`src/rtl/iccm_port_arbiter.sv`:
```
// Two-requester arbiter for the single ICCM SRAM port: grant/anti-starvation,
// registered active-low SRAM strobes and fixed-latency read-data routing.
module iccm_port_arbiter #(
   parameter int AW        = 11,
   parameter int DW        = 32,
   parameter int NMASK     = 4,
   parameter int RD_LAT    = 1,
   parameter int MAX_BURST = 8
) (
   input  logic             clk_i,
   input  logic             rst_i,

   input  logic             r0_req_i,
   input  logic             r0_we_i,
   input  logic [AW-1:0]    r0_addr_i,
   input  logic [DW-1:0]    r0_wdata_i,
   input  logic [NMASK-1:0] r0_wmask_i,
   output logic             r0_gnt_o,
   output logic             r0_rvalid_o,
   output logic [DW-1:0]    r0_rdata_o,

   input  logic             r1_req_i,
   input  logic             r1_we_i,
   input  logic [AW-1:0]    r1_addr_i,
   input  logic [DW-1:0]    r1_wdata_i,
   input  logic [NMASK-1:0] r1_wmask_i,
   output logic             r1_gnt_o,
   output logic             r1_rvalid_o,
   output logic [DW-1:0]    r1_rdata_o,

   output logic             sram_csb_o,
   output logic             sram_web_o,
   output logic [NMASK-1:0] sram_wmask_o,
   output logic [AW-1:0]    sram_addr_o,
   output logic [DW-1:0]    sram_wdata_o,
   input  logic [DW-1:0]    sram_rdata_i,

   output logic             busy_o
);

   localparam logic [7:0] MAX_B = 8'(MAX_BURST);

   logic [7:0]        burst_cnt;
   logic [RD_LAT-1:0] pipe_v;
   logic [RD_LAT-1:0] pipe_id;
   logic              gnt0;
   logic              gnt1;
   logic              gnt_we;
   logic              ret_v;
   logic              ret_id;

   // Requester 0 wins unless requester 1 has waited out a full burst.
   always_comb begin
      gnt0   = ~rst_i & r0_req_i & (~r1_req_i | (burst_cnt < MAX_B));
      gnt1   = ~rst_i & r1_req_i & ~gnt0;
      gnt_we = gnt1 ? r1_we_i : r0_we_i;
   end

   assign r0_gnt_o = gnt0;
   assign r1_gnt_o = gnt1;

   always_ff @(posedge clk_i or posedge rst_i) begin
      if (rst_i) begin
         burst_cnt <= 8'd0;
      end else if (gnt0) begin
         if (burst_cnt != 8'hFF) burst_cnt <= burst_cnt + 8'd1;
      end else begin
         burst_cnt <= 8'd0;
      end
   end

   always_ff @(posedge clk_i or posedge rst_i) begin
      if (rst_i) begin
         sram_csb_o   <= 1'b1;
         sram_web_o   <= 1'b1;
         sram_wmask_o <= '0;
         sram_addr_o  <= '0;
         sram_wdata_o <= '0;
      end else if (gnt0 | gnt1) begin
         sram_csb_o   <= 1'b0;
         sram_web_o   <= ~gnt_we;
         sram_wmask_o <= gnt1 ? r1_wmask_i : r0_wmask_i;
         sram_addr_o  <= gnt1 ? r1_addr_i  : r0_addr_i;
         sram_wdata_o <= gnt1 ? r1_wdata_i : r0_wdata_i;
      end else begin
         sram_csb_o <= 1'b1;
         sram_web_o <= 1'b1;
      end
   end

   // Stage 0 lines up with the csb cycle; the last stage meets the SRAM data.
   always_ff @(posedge clk_i or posedge rst_i) begin
      if (rst_i) begin
         pipe_v  <= '0;
         pipe_id <= '0;
      end else begin
         for (int i = RD_LAT - 1; i > 0; i--) begin
            pipe_v[i]  <= pipe_v[i-1];
            pipe_id[i] <= pipe_id[i-1];
         end
         pipe_v[0]  <= (gnt0 | gnt1) & ~gnt_we;
         pipe_id[0] <= gnt1;
      end
   end

   assign ret_v  = pipe_v[RD_LAT-1];
   assign ret_id = pipe_id[RD_LAT-1];

   always_ff @(posedge clk_i or posedge rst_i) begin
      if (rst_i) begin
         r0_rvalid_o <= 1'b0;
         r1_rvalid_o <= 1'b0;
         r0_rdata_o  <= '0;
         r1_rdata_o  <= '0;
      end else begin
         r0_rvalid_o <= ret_v & ~ret_id;
         r1_rvalid_o <= ret_v & ret_id;
         if (ret_v & ~ret_id) r0_rdata_o <= sram_rdata_i;
         if (ret_v & ret_id)  r1_rdata_o <= sram_rdata_i;
      end
   end

   assign busy_o = |pipe_v;

endmodule

```
`config.mk`:
```
export PLATFORM = sky130hd
export DESIGN_NAME = iccm_port_arbiter
export DESIGN_NICKNAME = d
export VERILOG_FILES = /design/src/rtl/iccm_port_arbiter.sv
export SDC_FILE = /design/constraint.sdc
export NUM_CORES = 1
export LEC_CHECK = 0
export BUFFER_PORTS_ARGS = -buffer_cell sky130_fd_sc_hd__buf_2
export CORE_MARGIN = 10
export CORE_UTILIZATION = 40
export CTS_CLUSTER_SIZE = 10
export DETAILED_ROUTE_END_ITERATION = 8
export MAX_ROUTING_LAYER = met4
export PLACE_DENSITY = 0.71
export REMOVE_ABC_BUFFERS = 1
export SETUP_SLACK_MARGIN = 0.02
export SLEW_MARGIN = 30
export SYNTH_ARGS = -nofsm -noshare
export SYNTH_HDL_FRONTEND = slang
export SYNTH_SLANG_ARGS = --single-unit
```
`constraint.sdc`:
```
create_clock -name clk_i -period 5.72 [get_ports clk_i]
set_clock_uncertainty 0.15 [all_clocks]
set_input_delay 0.858 -clock clk_i [delete_from_list [all_inputs] [get_ports clk_i]]
set_output_delay 0.858 -clock clk_i [all_outputs]
set_load 0.03 [all_outputs]
```
* Word level (Yosys, flattened, before mapping)
Index checks and enable logic that the tools add are counted.
Cells by class: divide/modulo/power cells 0, multipliers 0, equal/unequal tests 2, add/subtract/negate cells 1, shift operators 0, $lt $le $gt $ge 1, reduce and logical (&&, ||, !) cells 0, multiplexer cells 8, bitwise gates (word level) 14
Operator list (number):
- two-way mux 32 bit | 1
- two-way mux 8 bit | 2
- two-way mux 11 bit | 1
- adder 8 x 1 -> 8 bit, second input constant | 1
- less-than comparator 8 x 4 -> 1 bit, second input constant | 1
- != test 8 bit, second input constant | 1
- bitwise AND 1 bit | 7
- NOT 1 bit | 5
- two-way mux 4 bit | 1
- two-way mux 1 bit | 3
- != test 2 x 1 -> 1 bit, second input constant | 1
- bitwise OR 1 bit | 2
Storage, ports and cells: memories kept 0, bits in writable memories 0, output and inout port bits 118, flip-flop bits (word level) 125, bits in latches 0, bits in read-only memories 0

* Depth between registers and ports, before layout
Gate-level depths: netlist of run 1.
word-level depth 8, mapped depth 7, mapped depth without buffers 4

* Worst setup path before layout of run 1
Ideal clock, no wire load.
path kind input -> output, start point input rst_i, end point output r0_gnt_o, required time 4.712 ns, setup slack 3.115 ns, arrival 1.597 ns, stages 4, cell sequence nor3b_1 a21oi_4 inv_2 buf_2
On the way: longest elaborated chain between the ends 3
RTL lines:
- start: declaration | line 11 | input logic rst_i,
- NOT 1 bit | line 54 | gnt0 = ~rst_i & r0_req_i & (~r1_req_i | (burst_cnt < MAX_B));
- bitwise AND 1 bit (2 in a row) | line 54
- end: declaration | line 18 | output logic r0_gnt_o,
No other way between the ends.

* Worst setup path after layout of run 1
Same ends and word-level chain as after synthesis.

==> flow_summary.yaml, run 1 <==
cells_and_area:
  antenna_cells: 0
  syn2layout_area_growth_pct: 38.65
  fin_nets: 739
  num-fill-cells: 1094
  multiInputGateArea_mm2: 0.001818
  post-route-util_pct: 56.12
  final-seq-area_mm2: 0.003131
  postLayoutCellArea_mm2: 0.007024
  layout-drive-gt1-share_pct: 57.63
clock_network:
  cts.clk_slew.worst_paths_ps: 50
  ctsResizeCount: 0
  postCtsSetupRepairBufs: 0
  ctsHoldBuffers: 0
  ctsLongestPathBuffers: 2
  tritoncts: "built"
  insertion_delay_ps: 400
  numCtsBuffers: 17
  h-tree-depth: 4
  cts_sinks: 125
  root_buffer: "clkbuf_16"
power:
  powerDensity_mw_per_mm2: 423.2
  leakagePower_uw: 0.003474
  peakVddDrop_mv: 0.1706
  fin_total_pwr_uw: 2972
run:
  maxCapViolations: 0
global_route:
  grt_overflow: 0
  grt_max_degree: 69
  grt_pass1_vias: 4468
  antenna_found_initial: 0
  grt_use_total_pct: 17.22
  grt_pass1_wl_mm: 23.63
drt:
  drtIter0Drc: 219
  firstDrtPassIters: 4
  remaining_drc_errors: 0
  final_antenna_net_count: 0
  routed_wl_mm: 14.93
  wl_per_cell_um: 18.95
  dr_total_vias: 3969
  vias_per_cell: 5.037
timing:
  max_slew_margin_pct: 42.59
  worst_pin_slew_ps: 861.1
  hold_violations: 0
  rsz0062_at_grt: "no"
  slew_viol_final: 0
  setup_viol: 0
  period_minus_slack_ps: 3454
  setup_tns_ps: 0
  max_freq_ghz: 0.2895
  timing.final.crit_share_pct: 60.38
  setup_slack_ps: 2266
synthesis:
  yosysSeqAreaShare_pct: 61.79
  synth-edff-count: 0
  synthTopCellsByCount: "123 x dfrtp_1, 64 x mux2_2, 48 x and2_1, 47 x a221o_1, 11 x clkbuf_1"
  syn_avg_cell_area_um2: 14.19
  synthCells: 357
  ys_top_cells_by_area: "dfrtp_1 61%, mux2_2 14%, a221o_1 9.3%"
  synth-compound-area-share_pct: 11.39
  synth-simple-area-share_pct: 9.262
  synth.distinct_cells: 34
  synth_flop_cell: "dfrtp_1"
  synth-seq-cells: 125
  synth_area_leader_cell: "dfrtp_1"
  synthXorXnorAreaFrac_pct: 0
  synth_top_family_by_area: "multiplexers"
  async_flop_share_pct: 100.0
  synth_top_area_share_pct: 60.76
  syn-cell-area_mm2: 0.005066
  ys_warn_count: 0
  yosysMostFrequentCell: "dfrtp_1"
  muxShareOfSynthArea_pct: 14.65
  synth_fa_ha_area_share_pct: 0.2470
die:
  dieArea_mm2: 0.01757
  rows: 41
  start_util_pct: 40.47
  coreArea_mm2: 0.01252
  io_pins: 250
  die_w_um: 132.5
  die_y_um: 132.5
setup_path:
  arrival_ps: 2450
  slowest_stage: "inv_2"
  critical-path-max-stage-delay_ps: 620
  cp_common_cell: "buf_2"
  path_max_fanout: 48
  end_kind: "output port"
  path_class: "input port to output port"
  path_cells: "buf_2 > nor3b_1 > a21oi_4 > inv_2 > buf_2"
  critPathRequiredTime_ps: 4710
  crit_path_start_kind: "input port"
  r2r_cells: 4
  r2r_setup_slack_ps: 3540
status:
  status: "completed"
hold_path:
  hold_class: "flip-flop to flip-flop"
  min_path_cells: 1
placed_design:
  numPortBuffers: 249
  dpl-instance-area_mm2: 0.006461
  dpl_worst_slack_ps: 2265
  gp_congestion: 0.7897
  dpl.hpwl_mm: 11.45
## stage by stage
step	instances	hold WS, ps
6_report	788	346.1
5_1_grt	788	357.0
4_1_cts	788	348.8
3_5_place_dp	759	337.1
3_3_place_gp	759	330.5
2_1_floorplan	334	390.7
## path summary, 6_finish.rpt
kind,to,startpoint
worst max-delay path,r0_gnt_o,rst_i
worst min-delay path,r0_rdata_o[10],r0_rdata_o[10]
worst max register to register,sram_wdata_o[29],burst_cnt[7]
worst min register to register,r0_rdata_o[10],r0_rdata_o[10]
max in group asynchronous,r0_rdata_o[3],rst_i
min in group asynchronous,burst_cnt[5],rst_i
## layer usage
metal / share of wire (%) / vias up / track usage, %
met5: 0 / - / -
met4: 1.3 / 0 / 5.807
met3: 8.8 / 12 / 6.283
met2: 47 / 205 / 26.03
met1: 43 / 1933 / 20.94
li1: - / 1819 / -
## sequential cells by signal (all words and copies together), names as in the netlist
register	count
burst_cnt	8
sram_csb_o	1
sram_wmask_o	4
busy_o	1
pipe_id	1
r0_rdata_o	32
sram_addr_o	11
sram_web_o	1
r1_rvalid_o	1
r0_rvalid_o	1
sram_wdata_o	32
r1_rdata_o	32
## cells in the final DEF (no fill, tap or decap), types with 2 or more instances in the layout
cell type,Yosys,final
buf_2,6,249
dfrtp_1,123,123
mux2_2,64,64
and2_1,48,48
a221o_1,47,47
clkbuf_16,0,17
nor2_1,6,6
clkinv_2,0,5
nor3_1,4,4
buf_4,0,4
inv_1,4,3
and3_1,3,3
a21oi_1,4,3
a211oi_1,3,3
clkbuf_8,0,3
a21oi_4,1,2
nand2_1,2,2
nand3_1,2,2
nand4_1,2,2
o21ai_0,2,2
and4_1,2,2
a31oi_1,2,2
bufinv_16,0,2
dfstp_2,2,2
## final cells by class
cell class,count,share of cell area (%)
inverters,5,0.3028
well taps,172,3.064
clock inverters,8,1.318
multi-input cells,204,25.88
flip-flops and latches,125,44.57
clock buffers,21,6.698
repair buffers,253,18.17
## power by group
group | total (uW) | internal, uW | switching (uW)
Clock | 1020 | 664 | 356
Sequential | 1130 | 1050 | 81.9
Combinational | 820 | 287 | 534
## cells by family (layout without fill, tap and decap cells)
family / after synthesis / after routing
compound gates: 62 / 62
fa+ha+maj: 1 / 1
buf+inv: 28 / 287
flops: 125 / 125
mux: 66 / 66
simple gates: 75 / 75
## worst max-delay path, delay by kind of cell
| kind | cells | cell delay (ps) |
|---|---|---|
| AO/OA/AOI/OAI | 1 | 110 |
| buffers and inverters | 3 | 1100 |
| AND/OR/NAND/NOR | 1 | 340 |
No activity file was read; power rests on OpenSTA's default activity.
==> run 2, diff against run 1 <==
- clock period: 5.72 -> 3.4 ns (I/O delays scaled with it)
==> flow_summary.yaml, run 2 (synthesis gave the netlist of run 1 again) <==
status:
  status: "completed"
timing:
  setup_tns_ps: 0
  setup_viol: 0
  max_slew_margin_pct: 42.64
  worst_pin_slew_ps: 860.3
  hold_ws_ps: 49.47
  slew_viol_final: 0
  period_minus_slack_ps: 2729
  hold_violations: 0
  timing.final.crit_share_pct: 80.26
  max_freq_ghz: 0.3665
  setup_slack_ps: 671.2
  rsz0062_at_grt: "no"
setup_path:
  critPathRequiredTime_ps: 2740
  path_cells: "nor4b_4 > a21oi_4 > inv_2 > buf_2"
  arrival_ps: 2070
  slowest_stage: "dfrtp_1"
  end_kind: "output port"
  critical-path-max-stage-delay_ps: 440
  path_class: "flip-flop to output port"
  crit_path_start_kind: "flip-flop"
  crit_family: "buffers and inverters"
  crit_buf_inv: 2
  r2r_cells: 5
  r2r-end: "sram_addr_o[0]"
  reg2reg_from: "burst_cnt[6]"
  path_max_fanout: 20
  r2r_setup_slack_ps: 1200
die:
  dieArea_mm2: 0.01757
  die_y_um: 132.5
  io_pins: 250
  start_util_pct: 40.47
  die_w_um: 132.5
  coreArea_mm2: 0.01252
  rows: 41
cells_and_area:
  final_common_cell: "buf_2"
  layoutNonFillerInstCount: 793
  syn2layout_area_growth_pct: 39.02
  final_cell_mix: "249 x buf_2, 123 x dfrtp_1, 64 x mux2_2"
  top_regs: "r0_rdata_o: 32 flops, r1_rdata_o: 32 flops, sram_wdata_o: 32 flops"
  fin_nets: 741
  layout-drive-gt1-share_pct: 58.00
clock_network:
  postCtsSetupRepairBufs: 0
  root_buffer: "clkbuf_16"
  cts_sinks: 125
  cts.clk_slew.worst_paths_ps: 50
  insertion_delay_ps: 400
  ctsHoldBuffers: 0
  tritoncts: "built"
  ctsResizeCount: 0
  numCtsBuffers: 17
  h-tree-depth: 4
  ctsLongestPathBuffers: 2
placed_design:
  dpl.hpwl_mm: 11.88
  gp_congestion: 0.8232
  placed_cells: 761
  numPortBuffers: 249
  dpl_worst_slack_ps: 975.3
drt:
  drtIter0Drc: 172
  routed_wl_mm: 15.37
  wl_per_cell_um: 19.38
  remaining_drc_errors: 0
  firstDrtPassIters: 6
  final_antenna_net_count: 0
  vias_per_cell: 5.053
  dr_total_vias: 4007
power:
  powerDensity_mw_per_mm2: 703.9
  peakVddDrop_mv: 0.2717
  fin_total_pwr_uw: 4958
  leakagePower_uw: 0.003466
global_route:
  grt_max_degree: 59
  grtUsageMet2_pct: 27.28
  grt_pass1_vias: 4523
  grt_use_total_pct: 17.63
  grt_pass1_wl_mm: 24.45
  grt_use_met1_pct: 20.97
  grt_overflow: 0
  antenna_found_initial: 1
  grt_use_met3_pct: 7.343
  busiest_layer: "met2"
run:
  maxCapViolations: 0
hold_path:
  hold_class: "input port to asynchronous set/reset pin"
[run 2: worst register-to-register path, delay by kind of cell (launching register included)]
kind            cells  cell delay (ps)
flops               1              440
buf+inv             2              740
compound gates      2              380
simple gates        1              430
[run 2: worst max-delay path by stage]
stage                  from            to  slack (ps)  cells past startpoint
5_1_grt        burst_cnt[6]      r0_gnt_o         560                      4
4_1_cts        burst_cnt[7]      r0_gnt_o         640                      4
6_report       burst_cnt[6]      r0_gnt_o         670                      4
3_5_place_dp       r0_req_i      r0_gnt_o         980                      5
2_1_floorplan         rst_i  burst_cnt[0]        -580                      1
3_3_place_gp          rst_i      r0_gnt_o        1010                      5
[run 2: final cells by class]
class,count,area [um2]
fill,1070,5474
sequential,125,3131
multi-input combinational,204,1818
timing repair buffer,255,1304
clock buffer,19,452.9
tap,172,215.2
clock inverter,11,96.34
inverter,5,21.27
antenna,2,5.005
[run 2: report_power, final]
group	switching, uW	internal (uW)
combinational	904	486
clock	629	1030
sequential	143	1770
total	1680	3280
[run 2: layer usage]
layer / up-vias / wire (um)
li1: 1821 / -
met1: 1951 / 6664
met2: 225 / 7158
met3: 10 / 1430
met4: 0 / 112
met5: - / 0
[run 2: stage by stage]
stage | utilization, % | instance area, um2
3_5_place_dp | 51.84 | 6489
3_3_place_gp | 51.84 | 6489
4_1_cts | 56.23 | 7038
5_1_grt | 56.25 | 7041
2_1_floorplan | - | 4950
6_report | 56.27 | 7043
